<file path="src/rtl/ib_rx_fifo.sv">
// ib_rx_fifo: byte FIFO from the UART receiver to the IB transponder.
// Bytes are handed downstream through a four-phase data_available /
// data_ack_n handshake. rts uses hysteresis so the host pauses before
// the buffer can overflow.
module ib_rx_fifo #(
    parameter int DEPTH    = 16,
    parameter int RTS_HIGH = 12,
    parameter int RTS_LOW  = 4
) (
    input  logic                       clk,
    input  logic                       rst,
    input  logic [7:0]                 in_data,
    input  logic                       in_valid,
    output logic [7:0]                 data,
    output logic                       data_available,
    input  logic                       data_ack_n,
    output logic                       rts,
    output logic                       overflow,
    input  logic                       overflow_clr,
    output logic [$clog2(DEPTH):0]     level
);

    localparam int PW = $clog2(DEPTH);
    localparam int LW = PW + 1;
    localparam logic [LW-1:0] FULL_LVL = LW'(DEPTH);
    localparam logic [LW-1:0] HI_LVL   = LW'(RTS_HIGH);
    localparam logic [LW-1:0] LO_LVL   = LW'(RTS_LOW);

    typedef enum logic [1:0] {IDLE, PRESENT, ACKED} state_t;

    state_t          state_q, state_d;
    logic [PW-1:0]   wr_ptr_q, wr_ptr_d;
    logic [PW-1:0]   rd_ptr_q, rd_ptr_d;
    logic [LW-1:0]   level_q, level_d;
    logic [7:0]      data_q, data_d;
    logic            rts_q, rts_d;
    logic            ovf_q, ovf_d;
    logic [7:0]      mem_q [DEPTH];

    logic            wr_en;
    logic            drop;
    logic            pop;

    // Downstream handshake: present a byte, pop on ack, wait for ack release.
    always_comb begin
        state_d = state_q;
        data_d  = data_q;
        pop     = 1'b0;
        case (state_q)
            IDLE: begin
                // Uses the pre-write level, so a byte written this cycle
                // is presented on the next one.
                if (level_q != '0 && data_ack_n) begin
                    data_d  = mem_q[rd_ptr_q];
                    state_d = PRESENT;
                end
            end
            PRESENT: begin
                if (!data_ack_n) begin
                    pop     = 1'b1;
                    state_d = ACKED;
                end
            end
            ACKED: begin
                if (data_ack_n) state_d = IDLE;
            end
            default: state_d = IDLE;
        endcase
    end

    // Pointer, level, flow-control and overflow bookkeeping.
    always_comb begin
        wr_en    = in_valid && (level_q != FULL_LVL);
        drop     = in_valid && (level_q == FULL_LVL);
        wr_ptr_d = wr_en ? wr_ptr_q + 1'b1 : wr_ptr_q;
        rd_ptr_d = pop   ? rd_ptr_q + 1'b1 : rd_ptr_q;
        level_d  = level_q;
        case ({wr_en, pop})
            2'b10:   level_d = level_q + 1'b1;
            2'b01:   level_d = level_q - 1'b1;
            default: level_d = level_q;
        endcase
        // Hysteresis on the post-update level; between thresholds rts holds.
        rts_d = rts_q;
        if (level_d >= HI_LVL)      rts_d = 1'b1;
        else if (level_d <= LO_LVL) rts_d = 1'b0;
        // A drop in the same cycle as a clear keeps the flag set.
        ovf_d = ovf_q;
        if (overflow_clr) ovf_d = 1'b0;
        if (drop)         ovf_d = 1'b1;
    end

    // State registers; reset discards all buffered bytes via the pointers.
    always_ff @(posedge clk) begin
        if (rst) begin
            state_q  <= IDLE;
            wr_ptr_q <= '0;
            rd_ptr_q <= '0;
            level_q  <= '0;
            data_q   <= 8'h00;
            rts_q    <= 1'b0;
            ovf_q    <= 1'b0;
        end else begin
            state_q  <= state_d;
            wr_ptr_q <= wr_ptr_d;
            rd_ptr_q <= rd_ptr_d;
            level_q  <= level_d;
            data_q   <= data_d;
            rts_q    <= rts_d;
            ovf_q    <= ovf_d;
        end
    end

    // Storage array; contents need no reset since the pointers define validity.
    always_ff @(posedge clk) begin
        if (wr_en) mem_q[wr_ptr_q] <= in_data;
    end

    assign data           = data_q;
    assign data_available = (state_q == PRESENT);
    assign rts            = rts_q;
    assign overflow       = ovf_q;
    assign level          = level_q;

endmodule

</file>
<file path="config.mk">
export PLATFORM = sky130hd
export DESIGN_NAME = ib_rx_fifo
export DESIGN_NICKNAME = d
export VERILOG_FILES = /design/src/rtl/ib_rx_fifo.sv
export SDC_FILE = /design/constraint.sdc
export NUM_CORES = 1
export LEC_CHECK = 0
export ABC_AREA = 1
export ABC_CLOCK_PERIOD_IN_PS = 2730
export BUFFER_PORTS_ARGS = -buffer_cell sky130_fd_sc_hd__buf_2
export CORE_ASPECT_RATIO = 0.5
export CORE_MARGIN = 3
export CORE_UTILIZATION = 28
export CTS_BUF_LIST = sky130_fd_sc_hd__clkbuf_8
export DETAILED_ROUTE_END_ITERATION = 7
export GPL_TIMING_DRIVEN = 1
export PLACE_DENSITY = 0.53
export SLEW_MARGIN = 40
export SYNTH_ARGS = -nofsm -noshare
export SYNTH_HDL_FRONTEND = slang
export SYNTH_SLANG_ARGS = --single-unit
</file>
<file path="constraint.sdc">
create_clock -name clk -period 2.73 [get_ports clk]
set_input_delay 0.4095 -clock clk [delete_from_list [all_inputs] [get_ports clk]]
set_output_delay 0.4095 -clock clk [all_outputs]
set_load 0.005 [all_outputs]
</file>
==> impl_metrics.py <==
metrics = {
    "clock_tree": {
        "cts_max_path_buffers": 2,
        "h-tree-depth": 4,
        "cts.repair.resized": 0,
        "ctsHoldBuffers": 0,
        "clock_sink_count": 153,
        "numCtsBuffers": 17,
        "clk_latency_ns": 0.45,
        "cts_tree": "done",
        "cts_setup_buffers": 0,
        "cts-root-buf": "clkbuf_8",
        "path_clk_slew_ns": 0.09,
    },
    "power": {
        "p_per_area_mw_per_mm2": 673.5,
        "switching_share_pct": 27.05,
        "p_seq_share_pct": 53.1,
        "p_switching_mw": 1.347,
        "ir_worst_vdd_v": 0.0002637,
        "pwr-share-clk_pct": 36.0,
        "p_int_mw": 3.632,
        "power_frac_comb_pct": 10.8,
        "leakagePower_nw": 2.634,
    },
    "global_route": {
        "grt_pass1_wl_um": 23640,
        "grt.met2_usage_pct": 19.39,
        "grt.busiest_layer": "met2",
        "use_met3_pct": 2.263,
        "grt_pass1_vias": 4179,
        "gr-usage-all-layers_pct": 12.07,
        "grt_max_degree": 67,
        "grt_use_met1_pct": 16.77,
        "antenna_found_initial": 0,
        "overflow": 0,
    },
    "placement": {
        "hpwl_um": 9302,
        "placed_area_mm2": 0.006972,
        "io_buffer_count": 28,
        "place.gp.congestion": 0.8211,
        "dp_slack_ns": 0.3524,
    },
    "die": {
        "die_area_mm2": 0.02506,
        "coreArea_mm2": 0.02216,
        "die_w_um": 220.9,
        "start_util_pct": 29.18,
        "io_pins": 29,
        "die_h_um": 113.4,
        "rows": 38,
    },
    "critical_path": {
        "cp.arrival_ns": 2.72,
        "end_kind": "flip-flop",
        "reg2reg_depth": 15,
        "reg2reg_from": "level[0]$_SDFF_PP0_",
        "required_ns": 3.05,
        "crit_fanout": 8,
        "slowest_delay_ns": 0.38,
        "critical-path-slowest-cell": "dfxtp_1",
        "crit_top_cell": "nand2_1",
        "startpoint_type": "flip-flop",
        "critical_path_class": "reg -> reg",
        "rrSetupSlack_ns": 0.33,
        "path_cells": "nor4_4 -> nand2_1 -> nand2_4 -> ha_1 -> nand2_1 -> inv_1 -> nor2_2 -> ha_1 -> nand2_1 -> nand2_1 -> o21a_1 -> nand3_1 -> nand3_1 -> nor2_1 -> nor2_1",
        "r2r-end": "rts$_SDFFE_PP0P_",
    },
    "timing": {
        "post-route-period-util_pct": 87.85,
        "slew_headroom_pct": 47.82,
        "setup_ws_ns": 0.3317,
        "tightest_slew_ns": 0.7819,
        "finalSetupViolations": 0,
        "max_freq_mhz": 417.0,
        "fin_skew_ns": 0.02019,
        "tns_ns": 0,
        "finalHoldViolCount": 0,
        "final_max_slew_viol_count": 0,
        "rsz0062_at_grt": "no",
        "hold_slack_ns": 0.2200,
        "period_needed_ns": 2.398,
    },
    "synth": {
        "yosys_warnings": 0,
        "mappedNetlistArea_mm2": 0.006465,
        "syn_nets": 598,
        "synth_cells": 577,
        "synth_cell_types": 32,
        "avgSynthCellArea_um2": 11.20,
        "synth_seq_area_share_pct": 67.20,
        "ys_ff_latch": 153,
    },
    "layout": {
        "syn_to_final_growth_pct": 14.34,
        "utilization_pct": 33.36,
        "layout.nets": 639,
        "final_area_mm2": 0.007392,
        "drive_above_1_share_pct": 16.01,
        "antenna_cells": 0,
        "fill_cells": 2273,
    },
    "job": {
        "cap_violations": 0,
    },
    "run_status": {
        "status": "finished clean",
    },
    "worst_hold_path": {
        "whs_endpoint": "overflow$_SDFFE_PP0P_",
        "hp-start": "overflow_clr",
        "holdPathStages": 4,
        "hold_path_class": "in -> reg",
    },
    "routing": {
        "vias": 4267,
        "via_per_inst": 4.583,
        "drt-total-wl_um": 14510,
        "dr.pass1.iters": 4,
        "wl_per_cell_um": 15.59,
        "drc": 0,
        "antenna_left": 0,
        "first_iter_violations": 437,
    },
}
==> layout by cell type, fill, tap and decap left out, types with 3 or more instances in the layout <==
| cell type | instances |
|---|---|
| a21oi_1 | 15 |
| buf_2 | 28 |
| buf_4 | 22 |
| clkbuf_8 | 17 |
| dfxtp_1 | 23 |
| edfxtp_1 | 128 |
| ha_1 | 8 |
| inv_1 | 32 |
| inv_6 | 3 |
| inv_8 | 4 |
| nand2_1 | 49 |
| nand3_1 | 32 |
| nor2_1 | 128 |
| nor2_2 | 5 |
| o211ai_1 | 32 |
| o21ai_0 | 52 |
| o21ai_1 | 23 |
==> critical path, delay by kind of cell (launching register included) <==
family,cells,cell delay (ns)
AND/OR/NAND/NOR,11,1.16
adder cells (fa/ha/maj),2,0.47
buffers and inverters,1,0.09
AO/OA/AOI/OAI,1,0.17
flip-flops,1,0.38
==> how the worst max path moves through the flow <==
stage	start	endpoint	slack (ns)	cells after the start
CTS	level[0]$_SDFF_PP0_	rts$_SDFFE_PP0P_	0.34	15
finish	level[0]$_SDFF_PP0_	rts$_SDFFE_PP0P_	0.33	15
global route	level[0]$_SDFF_PP0_	rts$_SDFFE_PP0P_	0.002	18
detailed placement	level[0]$_SDFF_PP0_	rts$_SDFFE_PP0P_	0.35	15
floorplan	level[0]$_SDFF_PP0_	rts$_SDFFE_PP0P_	0.41	15
global placement	level[0]$_SDFF_PP0_	rts$_SDFFE_PP0P_	0.38	15
==> state kept, by name (all words and copies together) (netlist names) <==
name,count
rts,1
mem_q,128
overflow,1
level,5
wr_ptr_q,4
state_q,2
rd_ptr_q,4
data,8
==> stage by stage <==
step	power, mW	instances
final	4.978	931
after floorplan	3.070	577
after CTS	5.038	931
after detailed placement	3.247	899
after global placement	3.242	899
after global routing	5.233	931
==> power groups by stage <==
stage | combinational (mW) | sequential [mW] | clock, mW
2_1_floorplan | 0.381 | 2.69 | 0
3_3_place_gp | 0.545 | 2.70 | 0
3_5_place_dp | 0.547 | 2.70 | 0
4_1_cts | 0.551 | 2.65 | 1.84
5_1_grt | 0.623 | 2.66 | 1.95
6_report | 0.540 | 2.65 | 1.79
==> cell usage after synthesis <==
master / n / area share, %
a21oi_1: 15 / 1.2
a21oi_2: 1 / 0.14
buf_1: 1 / 0.058
buf_2: 6 / 0.46
buf_4: 3 / 0.35
buf_6: 9 / 1.6
clkbuf_1: 9 / 0.52
clkbuf_2: 1 / 0.077
clkinv_1: 1 / 0.058
dfxtp_1: 25 / 7.7
edfxtp_1: 128 / 59
ha_1: 8 / 1.5
inv_1: 32 / 1.9
inv_2: 2 / 0.12
inv_4: 2 / 0.19
nand2_1: 49 / 2.8
nand2_2: 2 / 0.19
nand2_4: 2 / 0.35
nand3_1: 32 / 2.5
nand3_4: 1 / 0.27
nand3b_1: 1 / 0.12
nand4_1: 1 / 0.097
nor2_1: 130 / 7.5
nor2_2: 3 / 0.29
nor4_4: 1 / 0.33
o211ai_1: 32 / 3.7
o21a_1: 1 / 0.12
o21ai_0: 52 / 4.0
o21ai_1: 23 / 1.8
o21ai_2: 1 / 0.14
xnor2_1: 2 / 0.27
xor2_1: 1 / 0.14
==> metal layers <==
layer / wire length (um) / part of all wire [%]
met5: 0 / 0
met4: 125 / 0.86
met3: 669 / 4.6
met2: 6703 / 46
met1: 7015 / 48
==> cell families after synthesis <==
logic type / share of synthesized area, %
xor gates and xnor gates: 0.4065
adders and majority gates: 1.548
and+or+nand+nor: 14.52
DFF: 67.20
buffers and inverters: 5.264
AOI/OAI and AO/OA: 11.07
==> area by class of cell <==
cell class / instances / area, um2 / area share [%]
sequential: 153 / 4347 / 58.80
multi-input combinational: 358 / 1785 / 24.15
tap: 300 / 375.4 / 5.078
timing repair buffer: 51 / 325.3 / 4.401
clock buffer: 17 / 234.0 / 3.165
clock inverter: 15 / 181.4 / 2.454
inverter: 37 / 143.9 / 1.947
No activity file was read; power rests on OpenSTA's default activity.
